[src/rtl/cap_ctrl_if.sv]
// Memory write port driven by the capture controller (master) into the sample RAM (slave).
interface cap_ctrl_if #(
  parameter int B = 8,
  parameter int N = 10
);
  logic         mem_we;
  logic [N-1:0] mem_addr;
  logic [B-1:0] mem_di;

  modport master (output mem_we, mem_addr, mem_di);
  modport slave  (input  mem_we, mem_addr, mem_di);
endinterface

[src/rtl/cap_ctrl.sv]
// Segmented capture controller: arms on START_REG, writes LEN_REG+1-sample segments on flag
// rising edges into a 2^N-deep memory. Define CAP_CTRL_TSTAMP_EN to add per-trigger timestamps.
module cap_ctrl #(
  parameter int B = 8,
  parameter int N = 10
) (
  input  logic         aclk,
  input  logic         aresetn,
  input  logic [B-1:0] din,
  input  logic         flag,
  input  logic         START_REG,
  input  logic [N-1:0] LEN_REG,
  cap_ctrl_if.master   mem,
  output logic         busy,
  output logic         done,
  output logic [N:0]   nseg
`ifdef CAP_CTRL_TSTAMP_EN
  ,
  output logic [31:0]  tstamp,
  output logic         tstamp_vld
`endif
);
  typedef enum logic [1:0] {IDLE, ARMED, CAPTURE, DONE} state_t;

  localparam logic [N-1:0] A_ONE = {{(N-1){1'b0}}, 1'b1};
  localparam logic [N:0]   S_ONE = {{N{1'b0}}, 1'b1};

  state_t       state, state_n;
  logic         start_r, start_q, flag_q;
  logic [N-1:0] len_r;
  logic [N-1:0] rem, rem_n;
  logic [N-1:0] acnt, acnt_n;
  logic         stop_q, stop_n;
  logic         we_q, we_n;
  logic [N-1:0] addr_q, addr_n;
  logic [B-1:0] di_q, di_n;
  logic [N:0]   nseg_n;
  logic         busy_n, done_n;

  logic start_rise, start_fall, trig, trig_acc, last;

  assign start_rise = start_r & ~start_q;
  assign start_fall = ~start_r & start_q;
  assign trig       = flag & ~flag_q;
  // stop wins over a coincident trigger
  assign trig_acc   = (state == ARMED) && !start_fall && trig;
  // the write currently on the bus closes the segment (length reached or memory full)
  assign last       = (rem == '0) || (addr_q == '1);

  assign mem.mem_we   = we_q;
  assign mem.mem_addr = addr_q;
  assign mem.mem_di   = di_q;

  always_ff @(posedge aclk) begin
    if (!aresetn) state <= IDLE;
    else          state <= state_n;
  end

  always_comb begin
    state_n = state;
    we_n    = 1'b0;
    addr_n  = addr_q;
    di_n    = di_q;
    rem_n   = rem;
    acnt_n  = acnt;
    stop_n  = stop_q;
    nseg_n  = nseg;
    case (state)
      IDLE, DONE: begin
        if (start_rise) begin
          state_n = ARMED;
          acnt_n  = '0;
          nseg_n  = '0;
          stop_n  = 1'b0;
        end
      end
      ARMED: begin
        if (start_fall) begin
          state_n = DONE;
        end else if (trig_acc) begin
          state_n = CAPTURE;
          we_n    = 1'b1;
          addr_n  = acnt;
          di_n    = din;
          rem_n   = len_r;
        end
      end
      CAPTURE: begin
        if (!last) begin
          we_n   = 1'b1;
          addr_n = addr_q + A_ONE;
          di_n   = din;
          rem_n  = rem - A_ONE;
          if (start_fall) stop_n = 1'b1;
        end else begin
          nseg_n  = nseg + S_ONE;
          acnt_n  = addr_q + A_ONE;
          state_n = ((addr_q == '1) || stop_q || start_fall) ? DONE : ARMED;
        end
      end
      default: state_n = IDLE;
    endcase
    busy_n = (state_n == ARMED) || (state_n == CAPTURE);
    done_n = (state_n == DONE);
  end

  always_ff @(posedge aclk) begin
    if (!aresetn) begin
      start_r <= 1'b0;
      start_q <= 1'b0;
      flag_q  <= 1'b0;
      len_r   <= '0;
      rem     <= '0;
      acnt    <= '0;
      stop_q  <= 1'b0;
      we_q    <= 1'b0;
      addr_q  <= '0;
      di_q    <= '0;
      nseg    <= '0;
      busy    <= 1'b0;
      done    <= 1'b0;
    end else begin
      start_r <= START_REG;
      start_q <= start_r;
      flag_q  <= flag;
      len_r   <= LEN_REG;
      rem     <= rem_n;
      acnt    <= acnt_n;
      stop_q  <= stop_n;
      we_q    <= we_n;
      addr_q  <= addr_n;
      di_q    <= di_n;
      nseg    <= nseg_n;
      busy    <= busy_n;
      done    <= done_n;
    end
  end

`ifdef CAP_CTRL_TSTAMP_EN
  logic [31:0] tcnt;

  // timestamp lands together with the first write of the segment
  always_ff @(posedge aclk) begin
    if (!aresetn) begin
      tcnt       <= '0;
      tstamp     <= '0;
      tstamp_vld <= 1'b0;
    end else begin
      tcnt       <= tcnt + 32'd1;
      tstamp_vld <= trig_acc;
      if (trig_acc) tstamp <= tcnt;
    end
  end
`endif

endmodule

[src/flat_wrapper.sv]
// flat-port wrapper written by rule: the top's interface ports become plain ports
module cap_ctrl_flat 
#(
  parameter int B = 8,
  parameter int N = 10
)
  (aclk, aresetn, din, flag, START_REG, LEN_REG, busy, done, nseg, mem_mem_we, mem_mem_addr, mem_mem_di);
  cap_ctrl_if #(.B(B), .N(N)) mem_i ();
  input  logic aclk;
  input  logic aresetn;
  input  logic [B-1:0] din;
  input  logic flag;
  input  logic START_REG;
  input  logic [N-1:0] LEN_REG;
  output logic busy;
  output logic done;
  output logic [N:0] nseg;
  output wire logic [$bits(mem_i.mem_we)-1:0] mem_mem_we;
  output wire logic [$bits(mem_i.mem_addr)-1:0] mem_mem_addr;
  output wire logic [$bits(mem_i.mem_di)-1:0] mem_mem_di;
  assign mem_mem_we = mem_i.mem_we;
  assign mem_mem_addr = mem_i.mem_addr;
  assign mem_mem_di = mem_i.mem_di;
  cap_ctrl #(.B(B), .N(N)) u_core (.aclk(aclk), .aresetn(aresetn), .din(din), .flag(flag), .START_REG(START_REG), .LEN_REG(LEN_REG), .mem(mem_i), .busy(busy), .done(done), .nseg(nseg));
endmodule
[config.mk]
export PLATFORM = sky130hd
export DESIGN_NAME = cap_ctrl_flat
export DESIGN_NICKNAME = d
export VERILOG_FILES = /design/src/rtl/cap_ctrl_if.sv /design/src/rtl/cap_ctrl.sv /design/src/flat_wrapper.sv
export SDC_FILE = /design/constraint.sdc
export NUM_CORES = 1
export LEC_CHECK = 0
export CORE_ASPECT_RATIO = 0.7
export CORE_MARGIN = 2
export CORE_UTILIZATION = 50
export CTS_CLUSTER_DIAMETER = 50
export DETAILED_ROUTE_END_ITERATION = 8
export PLACE_DENSITY = 0.79
export SYNTH_ARGS = -nofsm -noshare
export SYNTH_HDL_FRONTEND = slang
export SYNTH_SLANG_ARGS = --single-unit
export TNS_END_PERCENT = 20
[constraint.sdc]
create_clock -name aclk -period 3.6 [get_ports aclk]
set_input_delay 0.9 -clock aclk [delete_from_list [all_inputs] [get_ports aclk]]
set_output_delay 0.9 -clock aclk [all_outputs]
set_load 0.01 [all_outputs]
* Yosys cells after proc, flatten, opt, wreduce, memory -nomap -nowiden
Index checks and enable logic that the tools add are counted.
Word-level totals: register bits after elaboration 68, bits of input ports 22, output and inout port bits 32, word-level logic and storage cells 83
Cells by class: add/sub/neg operators 3, equality and inequality tests 13, muxes and demuxes 32, bitwise gates (word level) 6, reductions and logical operators 15
Operators by type and width (number):
- $mux 10 | 8
- $pmux 10 s2 | 3
- $mux 8 | 3
- $mux 11 | 2
- $pmux 11 s2 | 1
- $pmux 8 s2 | 1
- $add 11x1->11 const B | 1
- $add 10x1->10 const B | 1
- $eq 10x10->1 const B | 1
- $logic_not 10->1 | 1
- $mux 2 | 5
- $sub 10x1->10 const B | 1
- $eq 2x2->1 const B | 4
- $ne 2x1->1 const B | 4
- $reduce_and 4->1 | 2
- $mux 1 | 6
- $pmux 2 s3 | 1
- $eq 2x1->1 const B | 2
- $logic_or 1x1->1 | 4
- $ne 2x2->1 const B | 2
- $pmux 1 s2 | 2
- $reduce_bool 2->1 | 2
- $and 1x1->1 | 3
- $not 1->1 | 3
- other kinds (5) | 6

* Longest topological paths before layout
depth after elaboration 10, mapped depth 10, depth with buffers taken out 9

* Least setup slack after synthesis
OpenSTA, ideal clock, no wires.
path kind input to register, start in flag, end reg u_core.busy, setup time 0.115 ns, arrival time 2.073 ns, data required time 3.485 ns, slack 1.412 ns, stages on the path 6, path buffers 0, path through nor2b_1 -> a21oi_1 -> nor3_1 -> a221oi_1 -> ha_1 -> and2_1
Between the ends: word-level cells in the longest chain between the ends 7, elaborated cells on any way between the ends 8, classes of those cells eq/ne: 2; mux: 3; bitwise: 1; reduce/logical: 2
Ends and longest elaborated chain:
- from (decl) | RTL line flat_wrapper.sv:12 | input logic flag;
- $and 1x1->1 * | RTL line cap_ctrl.sv:44 | assign trig = flag & ~flag_q;
- $logic_and 1x1->1 * | RTL line cap_ctrl.sv:46 | assign trig_acc = (state == ARMED) && !start_fall && trig;
- $mux 2 * | RTL line cap_ctrl.sv:80 | end else if (trig_acc) begin
- $mux 2 * | RTL line cap_ctrl.sv:78 | if (start_fall) begin
- $pmux 2 s3 * | RTL line cap_ctrl.sv:68 | case (state)
- named net u_core.state_n[0] | RTL line cap_ctrl.sv:28 | state_t state, state_n;
- $eq 2x1->1 / $eq 2x2->1 (equally long branches) | RTL line cap_ctrl.sv:103 | busy_n = (state_n == ARMED) || (state_n == CAPTURE);
- $logic_or 1x1->1 * | RTL line cap_ctrl.sv:103
- named net u_core.busy_n | RTL line cap_ctrl.sv:38 | logic busy_n, done_n;
- to (signal assigned) | RTL line cap_ctrl.sv:134 | busy <= busy_n;
- to (decl) | RTL line cap_ctrl.sv:14 | output logic busy,
The timed path passes the listed nets; every way through them passes the cells marked *. A chain may end at the register's enable or synchronous reset.

* Final worst setup path
start reg u_core.rem[0], end reg u_core.busy
Between the ends: word-level cells in the longest chain between the ends 6, elaborated cells on any way between the ends 7, classes of those cells eq/ne: 2; mux: 2; reduce/logical: 3
Ends and longest elaborated chain:
- from (decl) | RTL line cap_ctrl.sv:31 | logic [N-1:0] rem, rem_n;
- from (signal assigned) | RTL line cap_ctrl.sv:127 | rem <= rem_n;
- $logic_not 10->1 * | RTL line cap_ctrl.sv:48 | assign last = (rem == '0) || (addr_q == '1);
- $logic_or 1x1->1 * | RTL line cap_ctrl.sv:48
- $mux 2 * | RTL line cap_ctrl.sv:89 | if (!last) begin
- $pmux 2 s3 * | RTL line cap_ctrl.sv:68
- named net u_core.state_n[0] | RTL line cap_ctrl.sv:28
- $eq 2x1->1 / $eq 2x2->1 (equally long branches) | RTL line cap_ctrl.sv:103
- $logic_or 1x1->1 * | RTL line cap_ctrl.sv:103
- named net u_core.busy_n | RTL line cap_ctrl.sv:38
Marks and branches as above.

==> impl_results.md <==
- Status: finished clean
- Worst skew pair latency: between 0.3 and 0.4 ns
- Postcts setup bufs: 0
- CP Data Arrival Time: between 2 and 3 ns
- Core Area: 6310 um^2
- Slew Limit Fails: 0
- # hold bufs at CTS: 0
- DRC viols: 0
- Hold Vio Cnt, Final: 0
- Detail Route Antenna Nets: 0
- Number of max-cap violations: 0
- Ys flop type: dfxtp_1
- Clock skew: ~0.011 ns
- Clock tree sinks: 68
- Placed instance count: 493
- Layout cells sized above 1: around 7.7%
- Yosys cell types: 54
- Sequential area share after synthesis: between 40% and 50%
- Clock Pin Slew Worst Setup and Hold Paths: approximately 0.08 ns
- Inserted Clock Buffers: 9
- Pwr/cell area: between 400 and 500 nW/um^2
- Final Cell Area: ~4100 um^2
- Area delta synth->final: 23.2%
- Nets: 455
- Die span in y: just over 70 um
- Gr ovfl total: 0
- CTS root buf: clkbuf_8
- Initial antenna violation count: 0
- H-tree depth: 3
- Setup tns final: 0 ns
- Netlist Area Pre-Place: 3290 um^2
- I/O pin count: 54
- Ys async rst share: 0%
- Port buffer count: between 50 and 60
- Die area: about 7300 um^2
- Total wire length: between 7 and 8 mm
- Synth Register Bits: just under 70
- Kind of critical path: reg2reg
- Row count: 24
- Gp weighted congestion: 0.855
- Avg WL per Cell: 15.7 um
- Slew @ Worst Pin: 0.772 ns
- EDFF count, synth: 0
- DR iter-0 viols: 201
- Syn Nets: approximately 410
- Post-CTS resize count: 0
- Via Count: a little over 3000
- Largest net degree at the start of global routing: 32
- Tcrit/Tclk final: 75.2%
- CP required: around 3.8 ns
- Crit end category: flip-flop
- Post-synthesis cell count: approximately 380
- Chip Width: between 100 and 150 um
- Period minus WS final: roughly 2.7 ns
- Crit-path max FO: 9
- Startpoint types: flip-flop
- Final setup vio count: 0
- Ys Warns: 0
- Final HPWL DP: roughly 5.3 mm
- Min-Delay Path Class: reg2reg
- Vias in the first global route: between 2000 and 3000
- GRT Overall Usage: between 20% and 30%
- Number of vias per cell: a little under 6
- RSZ-0062 raised after global routing: no
- Slew Limit Headroom: between 40% and 50%
- Fin cells: just over 500
- Peak supply drop: 0.232 mV
- Static leakage: approximately 1.4 nW
- Placed instance area: roughly 3900 um^2
- Starting density of the core: between 50% and 60%
- Fmax achieved: 369 MHz
- Final hold slack: about 0.45 ns
- First-pass GRT wire length: about 13 mm
- Max Root-Sink Buffers: 2
- Syn_area_per_cell: 8.68 um^2
- Ant diodes: 0
- TritonCTS clock tree: yes
- TritonRoute pass-1 iters: 4
metrics by stage:
step                      util [%]  power (mW)  worst slack [ns]
after floorplan                  -        1.20              1.41
after global placement        61.1        1.32             0.823
after detailed placement      61.1        1.34             0.769
after CTS                     64.3        1.98             0.894
after global routing          64.3        2.06             0.690
final                         64.3        1.96             0.892
critical path, cell delays in order, from the launching register on:
cell	delay, ns
dfxtp_1	0.33
inv_1	0.14
ha_1	0.23
nor3b_2	0.33
and3_1	0.54
o21ai_0	0.21
a221oi_1	0.38
ha_1	0.29
and2_1	0.15
worst paths after layout:
| path | from | to | slack, ns | cells past startpoint |
|---|---|---|---|---|
| max | u_core.rem[0]$_SDFFE_PN0P_ | u_core.busy$_SDFF_PN0_ | 0.89 | 8 |
| min | u_core.len_r[9]$_SDFF_PN0_ | u_core.rem[9]$_SDFFE_PN0P_ | 0.45 | 2 |
| max reg2reg | u_core.rem[0]$_SDFFE_PN0P_ | u_core.busy$_SDFF_PN0_ | 0.89 | 8 |
| min reg2reg | u_core.len_r[9]$_SDFF_PN0_ | u_core.rem[9]$_SDFFE_PN0P_ | 0.45 | 2 |
layer usage:
layer	global-route usage, %	routed length, um	up-vias
met2	36.7	3630	115
met1	29.2	3670	1414
li1	-	-	1495
met3	9.37	607	7
met5	0	0	-
met4	8.56	73	0
report_power, final:
part	switching [mW]	internal, mW	total (mW)	leakage, nW
Sequential	0.0340	0.792	0.826	0.552
Clock	0.298	0.337	0.635	0.0983
Combinational	0.312	0.188	0.501	0.790
sequential cells by signal, summed over array words and instances, names as in the netlist, 2 cells and up:
signal and flops:
u_core.acnt 10, u_core.nseg 11, u_core.len_r 10, u_core.mem.mem_di 8
u_core.state 2, u_core.rem 10, u_core.mem.mem_addr 10
layout make-up:
type                    instances  area (um^2)
multi-input cells             277         1770
fillers                       535         2250
repair buffers                 60          583
clock buffers                  10          138
well taps                      78         97.6
inverters                      10         37.5
clock inverters                 6         63.8
flip-flops and latches         68         1360
cell families after synthesis:
group | synth area share (%)
mux | 4.03
buf+inv | 4.75
simple gates | 23.3
fa+ha+maj | 2.66
flops | 41.4
compound gates | 21.5
xor+xnor | 2.40
cell usage after synthesis (4+ instances only):
master,instances,area [um^2]
o21ai_0,17,85.1
buf_2,5,25.0
and2_1,18,113
nand2_1,28,105
a211oi_1,5,37.5
dfxtp_1,68,1360
a22oi_1,5,37.5
inv_1,10,37.5
xor2_1,6,52.6
nor2_1,27,101
or4_1,4,30.0
nor3_1,6,30.0
mux2i_1,11,110
nor2b_1,5,31.3
a21oi_1,27,135
a31oi_1,5,31.3
nand3_1,24,120
ha_1,7,87.6
o211ai_1,6,45.0
o22ai_1,5,31.3
o31ai_1,10,75.1
clkbuf_1,14,52.6
or3_1,6,37.5
and3_1,7,43.8
nand4_1,4,25.0
placed cells by master (no fill, tap or decap), types with 4 or more instances in the layout:
cell type / instances
a211oi_1: 5
nor2b_1: 5
a21oi_1: 27
and3_1: 7
xor2_1: 6
o31ai_1: 10
a22oi_1: 5
nor3_1: 6
nand3_1: 24
dfxtp_1: 68
clkdlybuf4s50_1: 53
mux2i_1: 11
buf_4: 7
o21ai_0: 17
inv_1: 10
ha_1: 7
or3_1: 6
nor2_1: 27
nand4_1: 4
o22ai_1: 5
clkbuf_8: 10
nand2_1: 28
o211ai_1: 6
or4_1: 4
and2_1: 18
a31oi_1: 5
Power figures use the tool's default switching activity.
